### src/rtl/control_sequencer.sv
// Hardwired Moore control unit: fetch (T0-T2) plus 3-operand register ALU execute (T3-T6),
// with a fixed-latency memory wait after T1 and a retired-instruction counter.
module control_sequencer #(
    parameter int unsigned MEM_WAIT = 0,
    parameter int unsigned CNT_W    = 16
) (
    input  logic             Clock,
    input  logic             Clear,
    input  logic             Run,
    input  logic [31:0]      ir_q,
    output logic             PCout,
    output logic             Zlowout,
    output logic             Zhighout,
    output logic             MDRout,
    output logic             MARin,
    output logic             PCin,
    output logic             MDRin,
    output logic             IRin,
    output logic             Yin,
    output logic             ZLowIn,
    output logic             ZHighIn,
    output logic             HIin,
    output logic             LOin,
    output logic             IncPC,
    output logic             Read,
    output logic [4:0]       op_code,
    output logic [15:0]      Rin,
    output logic [15:0]      Rout,
    output logic             busy,
    output logic             halted,
    output logic             illegal,
    output logic [CNT_W-1:0] instr_count
);

    localparam int unsigned WCNT_W = 4;

    localparam logic [4:0] OPC_ADD  = 5'b00011;
    localparam logic [4:0] OPC_SUB  = 5'b00100;
    localparam logic [4:0] OPC_AND  = 5'b00101;
    localparam logic [4:0] OPC_OR   = 5'b00110;
    localparam logic [4:0] OPC_MUL  = 5'b01111;
    localparam logic [4:0] OPC_DIV  = 5'b10000;
    localparam logic [4:0] OPC_HALT = 5'b11011;

    typedef enum logic [3:0] {
        S_IDLE   = 4'd0,
        S_T0     = 4'd1,
        S_T1     = 4'd2,
        S_T1W    = 4'd3,
        S_T2     = 4'd4,
        S_T3     = 4'd5,
        S_T4     = 4'd6,
        S_T5     = 4'd7,
        S_T6     = 4'd8,
        S_HALTED = 4'd9
    } state_t;

    state_t            state, state_n;
    logic [WCNT_W-1:0] wcnt, wcnt_n;
    logic              retire;

    logic [4:0] opc;
    logic [3:0] ra, rb, rc;
    logic       ir_unused;
    logic [4:0] alu_op;
    logic       is_alu, is_muldiv, is_halt;

    assign opc       = ir_q[31:27];
    assign ra        = ir_q[26:23];
    assign rb        = ir_q[22:19];
    assign rc        = ir_q[18:15];
    assign ir_unused = ^ir_q[14:0];

    // Opcode decode: ALU mapping, legality, long-result (MUL/DIV) and HALT
    always_comb begin
        alu_op    = 5'b00000;
        is_alu    = 1'b1;
        is_muldiv = 1'b0;
        is_halt   = 1'b0;
        case (opc)
            OPC_ADD:  alu_op = 5'b00000;
            OPC_SUB:  alu_op = 5'b00001;
            OPC_AND:  alu_op = 5'b00010;
            OPC_OR:   alu_op = 5'b00011;
            OPC_MUL:  begin alu_op = 5'b00100; is_muldiv = 1'b1; end
            OPC_DIV:  begin alu_op = 5'b00101; is_muldiv = 1'b1; end
            OPC_HALT: begin is_alu = 1'b0; is_halt = 1'b1; end
            default:  is_alu = 1'b0;
        endcase
    end

    // Next state; retire marks the END edge where Run is resampled
    always_comb begin
        state_n = state;
        wcnt_n  = wcnt;
        retire  = 1'b0;
        case (state)
            S_IDLE: if (Run) state_n = S_T0;
            S_T0:   state_n = S_T1;
            S_T1: begin
                if (MEM_WAIT == 0) begin
                    state_n = S_T2;
                end else begin
                    state_n = S_T1W;
                    wcnt_n  = WCNT_W'(MEM_WAIT - 1);
                end
            end
            S_T1W: begin
                if (wcnt == '0) state_n = S_T2;
                else            wcnt_n  = wcnt - WCNT_W'(1);
            end
            S_T2: state_n = S_T3;
            S_T3: begin
                if (is_halt)     state_n = S_HALTED;
                else if (!is_alu) retire = 1'b1;
                else             state_n = S_T4;
            end
            S_T4: state_n = S_T5;
            S_T5: begin
                if (is_muldiv) state_n = S_T6;
                else           retire  = 1'b1;
            end
            S_T6:     retire  = 1'b1;
            S_HALTED: state_n = S_HALTED;
            default:  state_n = S_IDLE;
        endcase
        if (retire) state_n = Run ? S_T0 : S_IDLE;
    end

    // Strobes decoded from the current state (and the latched IR)
    always_comb begin
        PCout    = 1'b0;
        Zlowout  = 1'b0;
        Zhighout = 1'b0;
        MDRout   = 1'b0;
        MARin    = 1'b0;
        PCin     = 1'b0;
        MDRin    = 1'b0;
        IRin     = 1'b0;
        Yin      = 1'b0;
        ZLowIn   = 1'b0;
        ZHighIn  = 1'b0;
        HIin     = 1'b0;
        LOin     = 1'b0;
        IncPC    = 1'b0;
        Read     = 1'b0;
        op_code  = 5'b00000;
        Rin      = 16'h0000;
        Rout     = 16'h0000;
        busy     = 1'b0;
        halted   = 1'b0;
        illegal  = 1'b0;
        case (state)
            S_T0: begin
                busy = 1'b1; PCout = 1'b1; MARin = 1'b1; IncPC = 1'b1; ZLowIn = 1'b1;
            end
            S_T1: begin
                busy = 1'b1; Zlowout = 1'b1; PCin = 1'b1; Read = 1'b1; MDRin = 1'b1;
            end
            S_T1W: begin
                busy = 1'b1; Read = 1'b1; MDRin = 1'b1;
            end
            S_T2: begin
                busy = 1'b1; MDRout = 1'b1; IRin = 1'b1;
            end
            S_T3: begin
                busy    = 1'b1;
                illegal = !is_alu && !is_halt;
                if (is_alu) begin
                    Rout = 16'h0001 << rb;
                    Yin  = 1'b1;
                end
            end
            S_T4: begin
                busy    = 1'b1;
                Rout    = 16'h0001 << rc;
                op_code = alu_op;
                ZLowIn  = 1'b1;
                ZHighIn = is_muldiv;
            end
            S_T5: begin
                busy    = 1'b1;
                Zlowout = 1'b1;
                if (is_muldiv) LOin = 1'b1;
                else           Rin  = 16'h0001 << ra;
            end
            S_T6: begin
                busy = 1'b1; Zhighout = 1'b1; HIin = 1'b1;
            end
            S_HALTED: halted = 1'b1;
            default: ;
        endcase
    end

    always_ff @(posedge Clock) begin
        if (Clear) begin
            state       <= S_IDLE;
            wcnt        <= '0;
            instr_count <= '0;
        end else begin
            state <= state_n;
            wcnt  <= wcnt_n;
            if (retire) instr_count <= instr_count + CNT_W'(1);
        end
    end

endmodule

### config.mk
export PLATFORM = sky130hd
export DESIGN_NAME = control_sequencer
export DESIGN_NICKNAME = d
export VERILOG_FILES = /design/src/rtl/control_sequencer.sv
export SDC_FILE = /design/constraint.sdc
export NUM_CORES = 1
export LEC_CHECK = 0
export CORE_MARGIN = 5
export CORE_UTILIZATION = 38
export DETAILED_ROUTE_END_ITERATION = 12
export PLACE_DENSITY = 0.78
export SETUP_SLACK_MARGIN = 0.2
export SLEW_MARGIN = 15
export SYNTH_ARGS = -nofsm -noshare
export SYNTH_HDL_FRONTEND = slang
export SYNTH_SLANG_ARGS = --single-unit
### constraint.sdc
create_clock -name Clock -period 1.7 [get_ports Clock]
set_input_delay 0.255 -clock Clock [delete_from_list [all_inputs] [get_ports Clock]]
set_output_delay 0.255 -clock Clock [all_outputs]
set_load 0.01 [all_outputs]
==> results.tsv <==
stage	metric	value	unit
place	routabilityCongestion	0.845	
synthesis	postSynth.asyncResetShare	0	%
routing	total_wirelength_of_the_detailed_routed_design	10300	microns
synthesis	synth.yosys.warnings	0	
worst_hold_path	hold_class	register to register	
critical_path	critPathSlowestCell	dfxtp_4	
die	boundary_pins	106	
synthesis	number_of_synthesized_flops_with_an_enable_pin	0	
sta	max_freq	0.472	GHz
clocking	maximum_clock_insertion_buffer_count	2	
clocking	cts_tree	built	
synthesis	post_syn_instances	304	
routing	routed-via-count	3127	
critical_path	worst-path-max-fanout	4	
critical_path	worstReg2RegEnd	state[0]	
synthesis	netlist_area	2230	sq um
clocking	clock-root-buffer	clkbuf_8	
synthesis	synth.yosys.seq_area_share	21.5	%
critical_path	cp.arrival	1.86	ns
sta	max_slew.worst_pin.slew	0.499	ns
die	core_area	5820	sq um
outcome	failing_checks	negative setup slack	
global_route	pin_count_of_the_biggest_net_entering_global_routing	37	
synthesis	postSynth.topFlopCell	dfxtp_1	
critical_path	critical_path_cell_count	7	
die	die_w	86.6	microns
outcome	run_status	finished with violations	
synthesis	synthTopCellsByCount	nor2_1 (43), dfxtp_1 (24), nand2_1 (24), nor2b_1 (17), nor3_1 (15)	
synthesis	top_area_cell_type_share_of_the_netlist_area	21.5	%
sta	timing.max_slew.rel_slack	66.7	%
worst_hold_path	hold_path_depth	2	
sta	setup_viol	76	
global_route	gr-usage-all-layers	24.1	%
job	timing.max_cap.violations	0	
synthesis	yosys.cell_count.top_type	nor2_1	
sta	finalCritPeriodShare	125	%
critical_path	crit_path_cell_trace	nand2_4 -> or3_4 -> nor3b_4 -> buf_4 -> nand3_4 -> o41ai_4 -> buf_2	
critical_path	crit_required	1.44	ns
critical_path	sort_of_element_at_the_start_of_the_critical_path	register	
critical_path	nature_of_the_critical_path_endpoint	primary output	
routing	routed_via_density	5.64	
global_route	grt_pass1_wl	14800	microns
critical_path	r2r_cells	10	
worst_hold_path	worstHoldEndpoint	instr_count[1]	
critical_path	criticalPathCategory	register to primary output	
clocking	cts_max_level	1	
layout	final_nets	517	
clocking	clk-insertion-delay-late	0.27	ns
sta	final_critical_path_setup_slack	-0.418	ns
place	dp_hpwl	5580	microns
sta	skew	0.00209	ns
sta	rsz0062_at_grt	true	
global_route	number_of_antenna_violations_at_the_first_check_in_global_routing	0	
layout	antennaDiodeCount	0	
routing	detailed_route_drc_error_count	0	
sta	worst_hold_slack	0.541	ns
layout	drive_gt1_share	64.9	%
global_route	grt_pass1_vias	3061	
sta	report.final.hold_viol_count	0	
power_and_ir_drop	total_leakage_power	2.12	nW
synthesis	largest_cells_by_area_after_synthesis	dfxtp_1 (22%), nor2_1 (7.2%), nor2b_1 (4.8%), mux2_4 (4.7%), nand2_1 (4.0%)	
layout	final_cell_area	4750	sq um
synthesis	yosys.cell_types.count	56	
critical_path	critical_path_buf_inv_count	2	
power_and_ir_drop	irDropWorstVdd	0.000484	V
place	io_buffers	88	
synthesis	number_of_synthesized_register_bits	24	
place	dp_cell_count	498	
synthesis	synth_area_per_cell	7.33	sq um
critical_path	rrSetupSlack	-0.33	ns
die	floorplan.initialDensity	38.3	%
global_route	grt.overflow.total	0	
routing	drt_iter0_drc	163	
synthesis	synth_top_cell_by_area	dfxtp_1	
clocking	numCtsBuffers	3	
worst_hold_path	holdCritStartpoint	instr_count[1]	
sta	finalCriticalPeriod	2.12	ns
routing	ant_nets	0	
layout	fin_util	81.8	%
die	fp.dieH	86.6	microns
layout	finalNonFillerCells	554	
clocking	clock_sink_count	24	
layout	syn2layout_area_growth	113	%
place	dpl-instance-area	3780	sq um
critical_path	cp_top_family	simple AND/OR/NAND/NOR gates	
routing	drt-wirelength-per-cell	18.7	microns
critical_path	largest_stage_delay_on_the_critical_path	0.39	ns
die	num_rows	28	
routing	drtPass1Iterations	5	
power_and_ir_drop	p_per_cell_area	509	nW/um^2
sta	timing.final.max_slew_violations	0	
critical_path	critical_path.reg2reg.startpoint	state[3]	
clocking	clk_pin_slew_worst_paths	0.09	ns
die	design.die.area	7500	sq um
[sequential cells by signal, summed over array words and instances, names as in the netlist]
signal and flops:
wcnt 4, instr_count 16, state 4
[per-stage QoR]
step	total power [W]	setup WS [ns]	TNS, ns
final	0.00242	-0.418	-19.50
after global routing	0.00252	-0.486	-23.22
after CTS	0.00221	-0.382	-12.52
after detailed placement	0.00151	-1.01	-50.28
after global placement	0.00149	-0.944	-47.88
after floorplan	0.00113	-0.101	-1.39
[logic make-up after synthesis]
logic type,after synthesis,synth area share (%)
and+or+nand+nor,161,37.9
AOI/OAI and AO/OA,56,18.5
buffers and inverters,37,8.98
DFF,24,21.5
muxes,15,8.70
xor gates and xnor gates,8,3.14
adders and majority gates,2,1.12
other,1,0.168
[timing repair]
item                                    CTS  global route
cloned                                    1             0
hold buffers                              0             0
endpoints found under the setup margin   86            82
pin swaps                                38            23
resized for setup                       362            70
setup buffers                            38            13
[tightest hold or removal path, cell delays in order (launching register included)]
cell,delay (ns)
dfxtp_1,0.35
nand3_1,0.10
a21oi_2,0.05
[worst max path at each step]
stage / start / to / slack [ns]
detailed placement: ir_q[29] / Rin[2] / -1.01
finish: state[2] / Rout[7] / -0.42
CTS: state[3] / Rin[0] / -0.38
global placement: ir_q[29] / Rin[2] / -0.94
global route: state[1] / Rout[12] / -0.49
floorplan: state[3] / instr_count[13] / -0.10
[report_power, final]
group / internal (W) / leakage, nW / switching [W]
registers: 0.000596 / 0.199 / 0.0000448
clock network: 0.000207 / 0.0288 / 0.000195
logic: 0.000708 / 1.89 / 0.000671
total: 0.00151 / 2.12 / 0.000910
[per-layer routing]
layer	GRT usage [%]	wire [microns]
met5	0	0
met4	11.5	410
met3	2.95	618
met2	41.7	5390
met1	29.4	3920
[layout make-up]
| cell class | count | area (sq um) |
|---|---|---|
| multi-input cells | 245 | 2330 |
| repair buffers | 194 | 1730 |
| fillers | 309 | 1060 |
| flip-flops and latches | 24 | 500 |
| well taps | 75 | 93.8 |
| clock buffers | 4 | 55.1 |
| inverters | 12 | 52.6 |
[cell usage in the layout, fill, tap and decap left out, drive strengths merged, types with 2 or more instances in the layout]
cell / synthesis / layout
nor3: 15 / 15
nand2: 24 / 24
nor2b: 17 / 17
nor3b: 4 / 4
or3: 4 / 4
or3b: 2 / 2
dlygate4sd2: 0 / 7
and3: 5 / 5
mux2: 14 / 14
o22ai: 3 / 3
clkdlybuf4s50: 0 / 21
o32ai: 3 / 3
buf: 12 / 163
xnor2: 7 / 7
o31a: 1 / 2
and4b: 2 / 2
nand3: 13 / 13
o31ai: 4 / 4
nand3b: 3 / 3
or2: 4 / 4
o21ai: 11 / 11
a21oi: 20 / 20
nor2: 43 / 43
dfxtp: 24 / 24
nand2b: 9 / 9
o41ai: 5 / 5
clkbuf: 13 / 4
and2: 2 / 2
nor4: 4 / 4
nand4: 7 / 7
inv: 12 / 11
conb: 1 / 2
dlymetal6s2s: 0 / 2
ha: 2 / 2
Note: power is estimated with default switching activity, not from simulation.
